### config.mk
export PLATFORM = sky130hd
export DESIGN_NAME = adc_parallel_read_interface
export DESIGN_NICKNAME = d
export VERILOG_FILES = /design/src/rtl/adc_parallel_read_interface.sv
export SDC_FILE = /design/constraint.sdc
export NUM_CORES = 1
export LEC_CHECK = 0
export CAP_MARGIN = 5
export CORE_ASPECT_RATIO = 0.7
export CORE_MARGIN = 10
export CORE_UTILIZATION = 50
export CTS_CLUSTER_SIZE = 10
export DETAILED_ROUTE_END_ITERATION = 8
export PLACE_DENSITY = 0.81
export SYNTH_ARGS = -nofsm -noshare
export SYNTH_HDL_FRONTEND = slang
export SYNTH_SLANG_ARGS = --single-unit
### constraint.sdc
create_clock -name clk -period 3.23 [get_ports clk]
set_input_delay 0.969 -clock clk [delete_from_list [all_inputs] [get_ports clk]]
set_output_delay 0.969 -clock clk [all_outputs]
set_load 0.005 [all_outputs]
### src/rtl/adc_parallel_read_interface.sv
// adc_parallel_read_interface: parallel SAR ADC conversion/readout sequencer.
// Optional busy watchdog enabled by defining ADC_BUSY_TIMEOUT_EN.
//
// Purpose:
//   Pulses CONVST, masks then waits on the synchronized ADC BUSY, drives
//   CS_N/RD_N low for RD_CYCLES clocks, captures the data bus as RD_N
//   rises and presents it with a one-cycle data_valid pulse.
//
// Ports:
//   clk        system clock
//   reset      synchronous active-high reset
//   start      1-cycle conversion request, honoured only when idle
//   adc_busy   asynchronous ADC BUSY (2-flop synchronized internally)
//   adc_data   ADC parallel data bus
//   convst     conversion-start strobe, active high
//   cs_n       ADC chip select, active low
//   rd_n       ADC read enable, active low
//   data_out   last captured sample
//   data_valid 1-cycle pulse when data_out updates
//   busy       high from accepted start until capture or abort
//   timeout    1-cycle pulse on watchdog abort (0 without the watchdog)

module adc_parallel_read_interface #(
  parameter int DATA_WIDTH       = 16,
  parameter int CONVST_CYCLES    = 2,
  parameter int BUSY_MASK_CYCLES = 4,
  parameter int RD_CYCLES        = 3,
  parameter int TIMEOUT_CYCLES   = 1000
) (
  input  logic                  clk,
  input  logic                  reset,
  input  logic                  start,
  input  logic                  adc_busy,
  input  logic [DATA_WIDTH-1:0] adc_data,
  output logic                  convst,
  output logic                  cs_n,
  output logic                  rd_n,
  output logic [DATA_WIDTH-1:0] data_out,
  output logic                  data_valid,
  output logic                  busy,
  output logic                  timeout
);

  typedef enum logic [1:0] {
    S_IDLE,
    S_CONVST,
    S_CONV,
    S_READ
  } state_t;

  localparam logic [7:0] LP_CV = 8'(CONVST_CYCLES - 1);
  localparam logic [7:0] LP_BM = 8'(BUSY_MASK_CYCLES);
  localparam logic [7:0] LP_RD = 8'(RD_CYCLES - 1);

  state_t                r_state;
  logic [7:0]            r_cnt;
  logic [1:0]            r_sync;
  logic                  r_convst;
  logic                  r_cs_n;
  logic                  r_rd_n;
  logic [DATA_WIDTH-1:0] r_data;
  logic                  r_dv;
  logic                  r_busy;
  logic                  w_busy_s;

`ifdef ADC_BUSY_TIMEOUT_EN
  localparam logic [15:0] LP_TO = 16'(TIMEOUT_CYCLES - 1);

  logic [15:0]           r_wd;
  logic                  r_to;
`endif

  assign w_busy_s = r_sync[1];

  always_ff @(posedge clk) begin
    if (reset) begin
      r_state  <= S_IDLE;
      r_cnt    <= '0;
      r_sync   <= '0;
      r_convst <= 1'b0;
      r_cs_n   <= 1'b1;
      r_rd_n   <= 1'b1;
      r_data   <= '0;
      r_dv     <= 1'b0;
      r_busy   <= 1'b0;
`ifdef ADC_BUSY_TIMEOUT_EN
      r_wd     <= '0;
      r_to     <= 1'b0;
`endif
    end else begin
      r_sync <= {r_sync[0], adc_busy};
      // Pulses only ever last one cycle: they are set on the
      // way into IDLE and dropped on the next edge.
      r_dv   <= 1'b0;
`ifdef ADC_BUSY_TIMEOUT_EN
      r_to   <= 1'b0;
`endif
      unique case (r_state)
        S_IDLE: begin
          if (start) begin
            r_convst <= 1'b1;
            r_busy   <= 1'b1;
            r_cnt    <= LP_CV;
            r_state  <= S_CONVST;
          end
        end
        S_CONVST: begin
          if (r_cnt != 8'd0) begin
            r_cnt <= r_cnt - 8'd1;
          end else begin
            r_convst <= 1'b0;
            r_cnt    <= LP_BM;
`ifdef ADC_BUSY_TIMEOUT_EN
            r_wd     <= '0;
`endif
            r_state  <= S_CONV;
          end
        end
        S_CONV: begin
          // The mask covers the synchronizer plus the ADC's own
          // BUSY rise delay; a stale low busy_s must not be trusted.
          if (r_cnt != 8'd0) begin
            r_cnt <= r_cnt - 8'd1;
          end else if (!w_busy_s) begin
            r_cs_n  <= 1'b0;
            r_rd_n  <= 1'b0;
            r_cnt   <= LP_RD;
            r_state <= S_READ;
          end
`ifdef ADC_BUSY_TIMEOUT_EN
          else if (r_wd == LP_TO) begin
            r_to    <= 1'b1;
            r_busy  <= 1'b0;
            r_state <= S_IDLE;
          end else begin
            r_wd <= r_wd + 16'd1;
          end
`endif
        end
        S_READ: begin
          if (r_cnt != 8'd0) begin
            r_cnt <= r_cnt - 8'd1;
          end else begin
            r_data  <= adc_data;
            r_dv    <= 1'b1;
            r_cs_n  <= 1'b1;
            r_rd_n  <= 1'b1;
            r_busy  <= 1'b0;
            r_state <= S_IDLE;
          end
        end
        default: r_state <= S_IDLE;
      endcase
    end
  end

  assign convst     = r_convst;
  assign cs_n       = r_cs_n;
  assign rd_n       = r_rd_n;
  assign data_out   = r_data;
  assign data_valid = r_dv;
  assign busy       = r_busy;
`ifdef ADC_BUSY_TIMEOUT_EN
  assign timeout    = r_to;
`else
  assign timeout    = 1'b0;
`endif

endmodule
Word level (Yosys, flattened, before mapping). Cells that the tools add are included.

Bits in read-only memories: 0. Bits of input ports: 20. Bits in latches: 0. Memories kept: 0. Word-level logic and storage cells: 54. Bits in registers: 32. Output and inout port bits: 22. Bits in writable memories: 0.

Eq/ne operators: 10. $mul: 0. Bitwise logic cells: 2. Shifts and indexed selects: 0. Multiplexer cells: 21. Divide/modulo/power cells: 0. Reductions and logical operators: 12. $lt $le $gt $ge: 0. Add/sub/neg operators: 1.

Operator list (number): 8-bit 2-to-1 mux (5); 8-bit one-hot mux with 4 select lines (1); 2-bit inequality test (second input constant) (6); 2-bit 2-to-1 mux (5); 3-bit AND reduction (3); 2-bit one-hot mux with 4 select lines (1); 8-bit nonzero test (1); 8-bit by 1-bit subtractor with 8-bit output (second input constant) (1); 1-bit 2-to-1 mux (6); 1-bit one-hot mux with 2 select lines (3); 2-bit nonzero test (3); 5-bit AND reduction (1); 2-bit == test (second input constant) (2); 4-bit AND reduction (1); 3-bit inequality test (second input constant) (1); 2-bit by 1-bit == test with 1-bit output (second input constant) (1); 2-bit zero test (1); 1-bit inverter (2); 2-bit AND reduction (1); 2-bit OR reduction (1).

Logic depth before layout (Yosys ltp). Gate-level depths: netlist of run 1.

Depth after elaboration: 3. Mapped depth: 8. Gate-level depth less buffers: 6.

Worst setup path after synthesis of run 1. OpenSTA, ideal clock, no wires.

Kind: in2reg. Start: input reset. End: register r_cnt[1]. Setup time: 0.131 ns. Arrival time: 1.747 ns. Buffers on the path: 2. Path slack: 1.352 ns. Stages on the path: 4. Required time: 3.099 ns. Cell sequence: clkbuf_1 > clkbuf_1 > nand3b_1 > o41ai_2.

RTL lines: from (decl) (line 31) `input logic reset,`; to (signal assigned) (line 109) `r_cnt <= r_cnt - 8'd1;`; to (signal assigned) (line 123) `r_cnt <= r_cnt - 8'd1;`; to (signal assigned) (line 142) `r_cnt <= r_cnt - 8'd1;`; to (decl) (line 56) `logic [7:0] r_cnt;`.

Worst setup path after layout of run 1.
Start: input start. End: register r_cnt[0].

Longest elaborated chain between the ends: 2.

Ends and longest elaborated chain: from (decl) (line 32) `input logic start,`; 2-bit inequality test (no source line); 3-bit AND reduction (no source line).

Every way passes these cells. A chain may end at the register's enable or synchronous reset.

==> results of run 1 <==
final timing paths:
check / from / endpoint / slack [ns] / cells past startpoint
setup / recovery: start / r_cnt[0] / 0.89 / 5
hold reg to reg: r_sync[0] / r_sync[1] / 0.44 / 1
hold / removal: r_sync[0] / r_sync[1] / 0.44 / 1
setup reg to reg: r_cnt[0] / data_out[5] / 0.97 / 6
Yosys cell counts, drive strengths merged (3+ instances only):
cell type | instances | share of area
a211oi | 4 | 0.018
nor2 | 10 | 0.023
a21o | 3 | 0.014
a21oi | 30 | 0.10
buf | 10 | 0.049
ha | 7 | 0.053
dfxtp | 32 | 0.39
clkbuf | 4 | 0.0090
nor3 | 5 | 0.018
nand2 | 38 | 0.087
nand3 | 5 | 0.021
inv | 8 | 0.018
nor2b | 5 | 0.019
sequential cells by signal, indices dropped and copies added (netlist names):
signal      flops
r_state         2
data_valid      1
r_sync          2
r_cnt           8
data_out       16
busy            1
convst          1
rd_n            1
routing by layer:
layer  vias to the layer above  wire length, µm  global-route usage
met5                         -                0                   0
met3                         8              271              0.0415
met2                        40             1800               0.198
met1                       678             1870               0.184
met4                         0               60              0.0602
li1                        737                -                   -
cells by family after synthesis:
| group | count (synthesis) | share of synthesized area |
|---|---|---|
| AOI/OAI and AO/OA | 54 | 0.245 |
| xor gates and xnor gates | 1 | 0.00527 |
| adders and majority gates | 7 | 0.0527 |
| buffers and inverters | 22 | 0.0760 |
| DFF | 32 | 0.385 |
| other | 1 | 0.00226 |
| and+or+nand+nor | 76 | 0.233 |
critical path, stage by stage:
cell and delay (ns):
clkdlybuf4s50_1 0.46, nor2b_1 0.38, a31o_1 0.41, nor2_1 0.09, a221oi_2 0.22
metrics by stage:
step | hold WS, ns | instance area [µm²] | power (mW)
5_1_grt | 0.451 | 2140 | 1.86
3_3_place_gp | 0.416 | 2040 | 1.39
2_1_floorplan | 0.414 | 1660 | 1.21
6_report | 0.441 | 2140 | 1.73
4_1_cts | 0.441 | 2140 | 1.74
3_5_place_dp | 0.425 | 2040 | 1.40
power groups by stage:
stage	registers [mW]	logic, mW	clock network (mW)
finish	0.521	0.878	0.333
CTS	0.521	0.877	0.338
floorplan	0.521	0.685	0
global route	0.533	0.973	0.358
global placement	0.528	0.858	0
detailed placement	0.529	0.874	0
layout make-up:
type	count	area, µm²	area share
Tap cell	38	47.5	0.0222
Sequential cell	32	641	0.299
Timing Repair Buffer	44	430	0.201
Multi-Input combinational cell	139	896	0.418
Clock buffer	7	96.3	0.0450
Inverter	8	30.0	0.0140
==> impl_metrics.yaml, run 1 <==
status:
  status: "finished clean"
drt:
  drt_first_iter_violations: 102
  via_count: 1463
  ant_nets: 0
  drt_wl_total_mm: 4.00
  routed_via_density: 5.46
  dr.pass1.iters: 5
  wl_per_cell_um: 14.9
  remaining_drc_errors: 0
synth:
  ys_ff_latch: 32
  async_flop_share: 0
  syn_nets: 220
  ys_seq_area_frac: 0.385
  synth_edf_count: 0
  synthFlopType: "dfxtp_1"
  synth_cell_types: 45
  avgSynthCellArea_um2: 8.62
  syn_area_mm2: 0.00166
  yosys_warnings: 0
  netlist_instances: 193
power_and_ir_drop:
  power.share.clock: 0.192
  swShare: 0.405
  p_switching_mw: 0.702
  power_density_mw_per_mm2: 809
  max-vdd-ir-drop_uv: 545
  p_leak_nw: 0.783
  p_seq_frac: 0.301
  comb_power_share: 0.507
  p_int_mw: 1.03
finish:
  drive_gt1_frac: 0.122
  n_antenna_cell: 0
  final_cell_count_no_fill: 268
  nFillCells: 263
  nets: 257
  final_core_util: 0.675
  areaGrowthSynthToFinish_pct: 28.7
  final_cell_mix: "clkdlybuf4s50_1, nand2_1, dfxtp_1"
  layout_commonest_cell: "clkdlybuf4s50_1"
sta:
  fin_setup_tns_ns: 0
  slew_headroom: 0.524
  maxSlewViolCount: 0
  worst_slack_ns: 0.891
  fin_crit_ns: 2.34
  post-route-period-util: 0.724
  hold_violations: 0
  rsz0062_at_grt: "false"
  worst_pin_slew_ns: 0.708
  skew_ns: 0.00385
  max_freq_mhz: 428
  setup_viol: 0
die:
  rows: 17
  core_area_mm2: 0.00317
  pin_count: 42
  start_util: 0.525
  fp.dieArea_mm2: 0.00607
  die_x_um: 88.9
  dieHeight_um: 68.3
clock_network:
  cts_buffer_depth: 2
  clock_sinks: 32
  clkTransAtPathRegs_ns: 0.06
  post-cts-setup-buffers: 0
  cts_htree_levels: 2
  numCtsBuffers: 5
  cts_tree: "built"
  ctsHoldBuffers: 0
  post_cts_resized: 0
  clock_latency_ns: 0.28
  clock-root-buffer: "clkbuf_8"
setup_path:
  timing_worst_setup_path_type: "input port to flip-flop"
  required_ns: 3.43
  worstSetupEndpointType: "flip-flop"
  cp.arrival_ns: 2.53
  start_kind: "input port"
  cp_max_fo: 10
job:
  cap_violations: 0
placement:
  place.gp.congestion: 0.823
  dp_hpwl_mm: 3.07
  placedCellCount: 261
  place_ws_ns: 0.606
  port_buffers: 40
hold_path:
  min-delay-path-class: "flip-flop to flip-flop"
global_routing:
  track_usage: 0.137
  grt_max_degree: 19
  grt-ovfl-total: 0
  grt_pass1_vias: 1362
  grt_pass1_wl_mm: 6.46
  antenna_found_initial: 0
No activity file was read; power rests on OpenSTA's default activity.
==> run 2, diff against run 1 <==
Settings changed: CORE_UTILIZATION 50 to 48, PLACE_DENSITY 0.81 to 0.78.
Clock period 3.23 ns to 2.23 ns, I/O delays scaled along.
==> impl_metrics.yaml, run 2 (synthesis gave the netlist of run 1 again) <==
status:
  status: "finished clean"
clock_network:
  post_cts_resized: 0
  clock_sinks: 32
  clock-root-buffer: "clkbuf_8"
  cts_htree_levels: 2
  cts_tree: "built"
  cts_buffer_depth: 2
  post-cts-setup-buffers: 0
  clock_latency_ns: 0.28
  clkTransAtPathRegs_ns: 0.06
  ctsHoldBuffers: 0
  numCtsBuffers: 5
sta:
  fin_setup_tns_ns: 0
  slew_headroom: 0.669
  hold_violations: 0
  worst_pin_slew_ns: 0.493
  fin_crit_ns: 2.04
  post-route-period-util: 0.916
  skew_ns: 0.0121
  maxSlewViolCount: 0
  max_freq_mhz: 490
  rsz0062_at_grt: "false"
  setup_viol: 0
setup_path:
  cp.arrival_ns: 2.21
  start_kind: "input port"
  r2r_slack_ns: 0.21
  crit_start: "start"
  r2r_cells: 7
  r2r_start: "r_cnt[0]"
  timing_worst_setup_path_type: "input port to flip-flop"
  cp-endpoint: "r_cnt[1]"
  worstSetupEndpointType: "flip-flop"
  required_ns: 2.40
  regToRegEndpoint: "r_cnt[7]"
  cp_max_fo: 7
finish:
  final_cell_mix: "clkdlybuf4s50_1, nand2_1, dfxtp_1"
  final_cell_count_no_fill: 287
  multi_input_area_um2: 896
  nFillCells: 277
  seqCellArea_um2: 641
  layout_commonest_cell: "clkdlybuf4s50_1"
  largest_reg_flops: 16
  nets: 267
  n_antenna_cell: 0
  final_cell_area_mm2: 0.00223
  areaGrowthSynthToFinish_pct: 33.9
  drive_gt1_frac: 0.158
global_routing:
  grt-ovfl-total: 0
  grt_pass1_wl_mm: 7.09
  grt_max_degree: 20
  grt_pass1_vias: 1424
  antenna_found_initial: 0
  track_usage: 0.135
drt:
  wl_per_cell_um: 14.8
  via_count: 1503
  ant_nets: 0
  drt_wl_total_mm: 4.24
  drt_first_iter_violations: 133
  routed_via_density: 5.24
  dr.pass1.iters: 4
  remaining_drc_errors: 0
power_and_ir_drop:
  power_density_mw_per_mm2: 1180
  max-vdd-ir-drop_uv: 523
  p_leak_nw: 0.833
die:
  pin_count: 42
  rows: 17
  dieHeight_um: 69.2
  fp.dieArea_mm2: 0.00626
  core_area_mm2: 0.00323
  die_x_um: 90.4
  start_util: 0.514
job:
  cap_violations: 0
placement:
  placed_cell_area_mm2: 0.00213
  place.gp.congestion: 0.872
  placedCellCount: 280
  port_buffers: 40
  dp_hpwl_mm: 3.27
hold_path:
  min-delay-path-class: "flip-flop to flip-flop"
## run 2: cell types whose count changed in the layout (fill, tap and decap cells not counted)
cell   before  now
buf_4       4   14
## run 2: through the flow
| stage | hold WS [ns] | power (mW) | worst slack (ns) | util |
|---|---|---|---|---|
| after detailed placement | 0.441 | 2.15 | -0.0548 | 0.659 |
| after global placement | 0.420 | 2.10 | 0.0841 | 0.659 |
| after global routing | 0.467 | 2.83 | 0.104 | 0.689 |
| after CTS | 0.453 | 2.63 | 0.205 | 0.689 |
| after floorplan | 0.414 | 1.75 | 0.453 | - |
| final | 0.448 | 2.63 | 0.188 | 0.689 |
## run 2: how the worst min path moves through the flow
stage	from	to	slack, ns	cells past startpoint
2_1_floorplan	r_sync[0]	r_sync[1]	0.41	1
3_3_place_gp	r_sync[0]	r_sync[1]	0.42	1
3_5_place_dp	r_sync[0]	r_sync[1]	0.44	1
4_1_cts	r_sync[0]	r_sync[1]	0.45	1
5_1_grt	r_sync[0]	r_sync[1]	0.47	1
6_report	r_sync[0]	r_sync[1]	0.45	1
## run 2: area by class of cell
cell class	count	share of cell area
Timing Repair Buffer	54	0.227
Sequential cell	32	0.288
Multi-Input combinational cell	139	0.402
Inverter	8	0.0135
Tap cell	47	0.0264
Clock buffer	7	0.0433
## run 2: report_power, final
group          internal (mW)  switching [mW]  total [mW]
Combinational          0.637           0.757        1.39
Sequential             0.669          0.0910       0.760
Clock                  0.275           0.201       0.475
Total                   1.58            1.05        2.63
## run 2: critical path: stages
cell	delay [ns]
clkdlybuf4s50_1	0.46
nor2b_1	0.41
a31o_1	0.32
buf_4	0.19
nand3b_1	0.10
o41ai_2	0.07
## run 2: per-layer routing
| layer | wire length, µm | up-vias | global-route usage |
|---|---|---|---|
| met2 | 1960 | 43 | 0.217 |
| met4 | 54 | 0 | 0.0540 |
| met5 | 0 | - | 0 |
| met3 | 269 | 5 | 0.0399 |
| met1 | 1960 | 696 | 0.163 |
| li1 | - | 759 | - |
==> run 3, diff against run 2 <==
Settings changed: ABC_CLOCK_PERIOD_IN_PS set to 2230, GPL_ROUTABILITY_DRIVEN set to 0.
==> impl_metrics.yaml, run 3 (synthesis gave the netlist of run 1 again) <==
drt:
  via_count: 1568
  drt_first_iter_violations: 135
  dr.pass1.iters: 5
  drt_wl_total_mm: 4.63
  wl_per_cell_um: 16.1
  routed_via_density: 5.46
  remaining_drc_errors: 0
  ant_nets: 0
clock_network:
  clkTransAtPathRegs_ns: 0.07
  cts_tree: "built"
  clock_sinks: 32
  ctsHoldBuffers: 0
  post_cts_resized: 0
  clock-root-buffer: "clkbuf_8"
  cts_buffer_depth: 2
  clock_latency_ns: 0.28
  cts_htree_levels: 2
  post-cts-setup-buffers: 0
  numCtsBuffers: 5
sta:
  setup_viol: 0
  fin_crit_ns: 2.10
  fin_setup_tns_ns: 0
  slew_headroom: 0.578
  skew_ns: 0.00459
  maxSlewViolCount: 0
  worst_pin_slew_ns: 0.628
  rsz0062_at_grt: "false"
  post-route-period-util: 0.942
  max_freq_mhz: 476
  hold_violations: 0
setup_path:
  cp-endpoint: "r_cnt[7]"
  required_ns: 2.43
  start_kind: "flip-flop"
  cp_max_fo: 6
  crit_start: "r_cnt[0]"
  crit_chain: "inv_1 > ha_1 > nor4b_4 > a311oi_4 > or3b_1 > o32ai_2"
  cp_slowest_cell: "a311oi_4"
  regToRegEndpoint: "r_cnt[7]"
  r2r_start: "r_cnt[0]"
  r2r_cells: 6
  worstSetupPathDepth: 6
  max_stage_delay_ns: 0.43
  worst-path-buf-inv: 1
  cp_top_family: "compound AO/OA/AOI/OAI gates"
  worstSetupEndpointType: "flip-flop"
  timing_worst_setup_path_type: "flip-flop to flip-flop"
  r2r_slack_ns: 0.13
  cp.arrival_ns: 2.30
die:
  start_util: 0.514
  dieHeight_um: 69.2
  fp.dieArea_mm2: 0.00626
  pin_count: 42
  core_area_mm2: 0.00323
  rows: 17
  die_x_um: 90.4
global_routing:
  grt_pass1_wl_mm: 7.86
  antenna_found_initial: 0
  grt_max_degree: 20
  grt-ovfl-total: 0
  track_usage: 0.149
  grt_pass1_vias: 1522
finish:
  drive_gt1_frac: 0.154
  nFillCells: 267
  multi_input_area_um2: 896
  final_cell_mix: "clkdlybuf4s50_1, nand2_1, dfxtp_1"
  seqCellArea_um2: 641
  areaGrowthSynthToFinish_pct: 34.9
  nets: 266
  largest_reg_flops: 16
  layout_commonest_cell: "clkdlybuf4s50_1"
  n_antenna_cell: 0
placement:
  port_buffers: 40
  dp_hpwl_mm: 3.57
power_and_ir_drop:
  p_leak_nw: 0.838
  power_density_mw_per_mm2: 1220
  max-vdd-ir-drop_uv: 538
  p_total_mw: 2.73
job:
  cap_violations: 0
status:
  status: "finished clean"
hold_path:
  min-delay-path-class: "flip-flop to flip-flop"
==> run 3: cell count changes in the layout (fill, tap and decap cells not counted), sizes merged <==
cell / before / now
clkbuf: 7 / 6
clkinv: 0 / 1
buf: 14 / 13
bufinv: 0 / 1
==> run 3: worst min-delay path by stage <==
| stage | from | endpoint | slack [ns] | depth (start not counted) |
|---|---|---|---|---|
| CTS | r_sync[0] | r_sync[1] | 0.45 | 1 |
| global route | r_sync[0] | r_sync[1] | 0.48 | 1 |
| detailed placement | r_sync[0] | r_sync[1] | 0.43 | 1 |
| global placement | r_sync[0] | r_sync[1] | 0.42 | 1 |
| floorplan | r_sync[0] | r_sync[1] | 0.41 | 1 |
| finish | r_sync[0] | r_sync[1] | 0.44 | 1 |
==> run 3: worst reg2reg max path, stage by stage, from the launching register on <==
cell      delay [ns]
dfxtp_1         0.40
inv_1           0.13
ha_1            0.25
nor4b_4         0.17
a311oi_4        0.43
or3b_1          0.43
o32ai_2         0.20
==> run 3: cell type report <==
cell class              instances  share of cell area
inverters                       8              0.0134
well taps                      47              0.0262
multi-input cells             139               0.399
clock inverters                 2              0.0156
clock buffers                   6              0.0323
repair buffers                 53               0.228
flip-flops and latches         32               0.286
==> run 3: per-stage QoR <==
step	utilization	setup WS, ns	cell area [µm²]	hold WS (ns)	cells
3_3_place_gp	0.661	0.0807	2140	0.419	279
5_1_grt	0.694	0.0468	2240	0.481	287
3_5_place_dp	0.661	0.0147	2140	0.429	279
4_1_cts	0.694	0.160	2240	0.445	287
6_report	0.694	0.129	2240	0.444	287
2_1_floorplan	-	0.453	1660	0.414	193
==> run 3: layer usage <==
metal / vias to the layer above / track usage / wire [µm]
met3: 6 / 0.0474 / 360
met5: - / 0 / 0
met2: 74 / 0.251 / 2300
li1: 760 / - / -
met4: 0 / 0.0418 / 42
met1: 728 / 0.177 / 1930
==> run 3: where the power goes <==
part           total (mW)  switching, mW  internal [mW]
registers           0.759         0.0900          0.669
clock network       0.546          0.214          0.331
logic                1.42          0.794          0.630
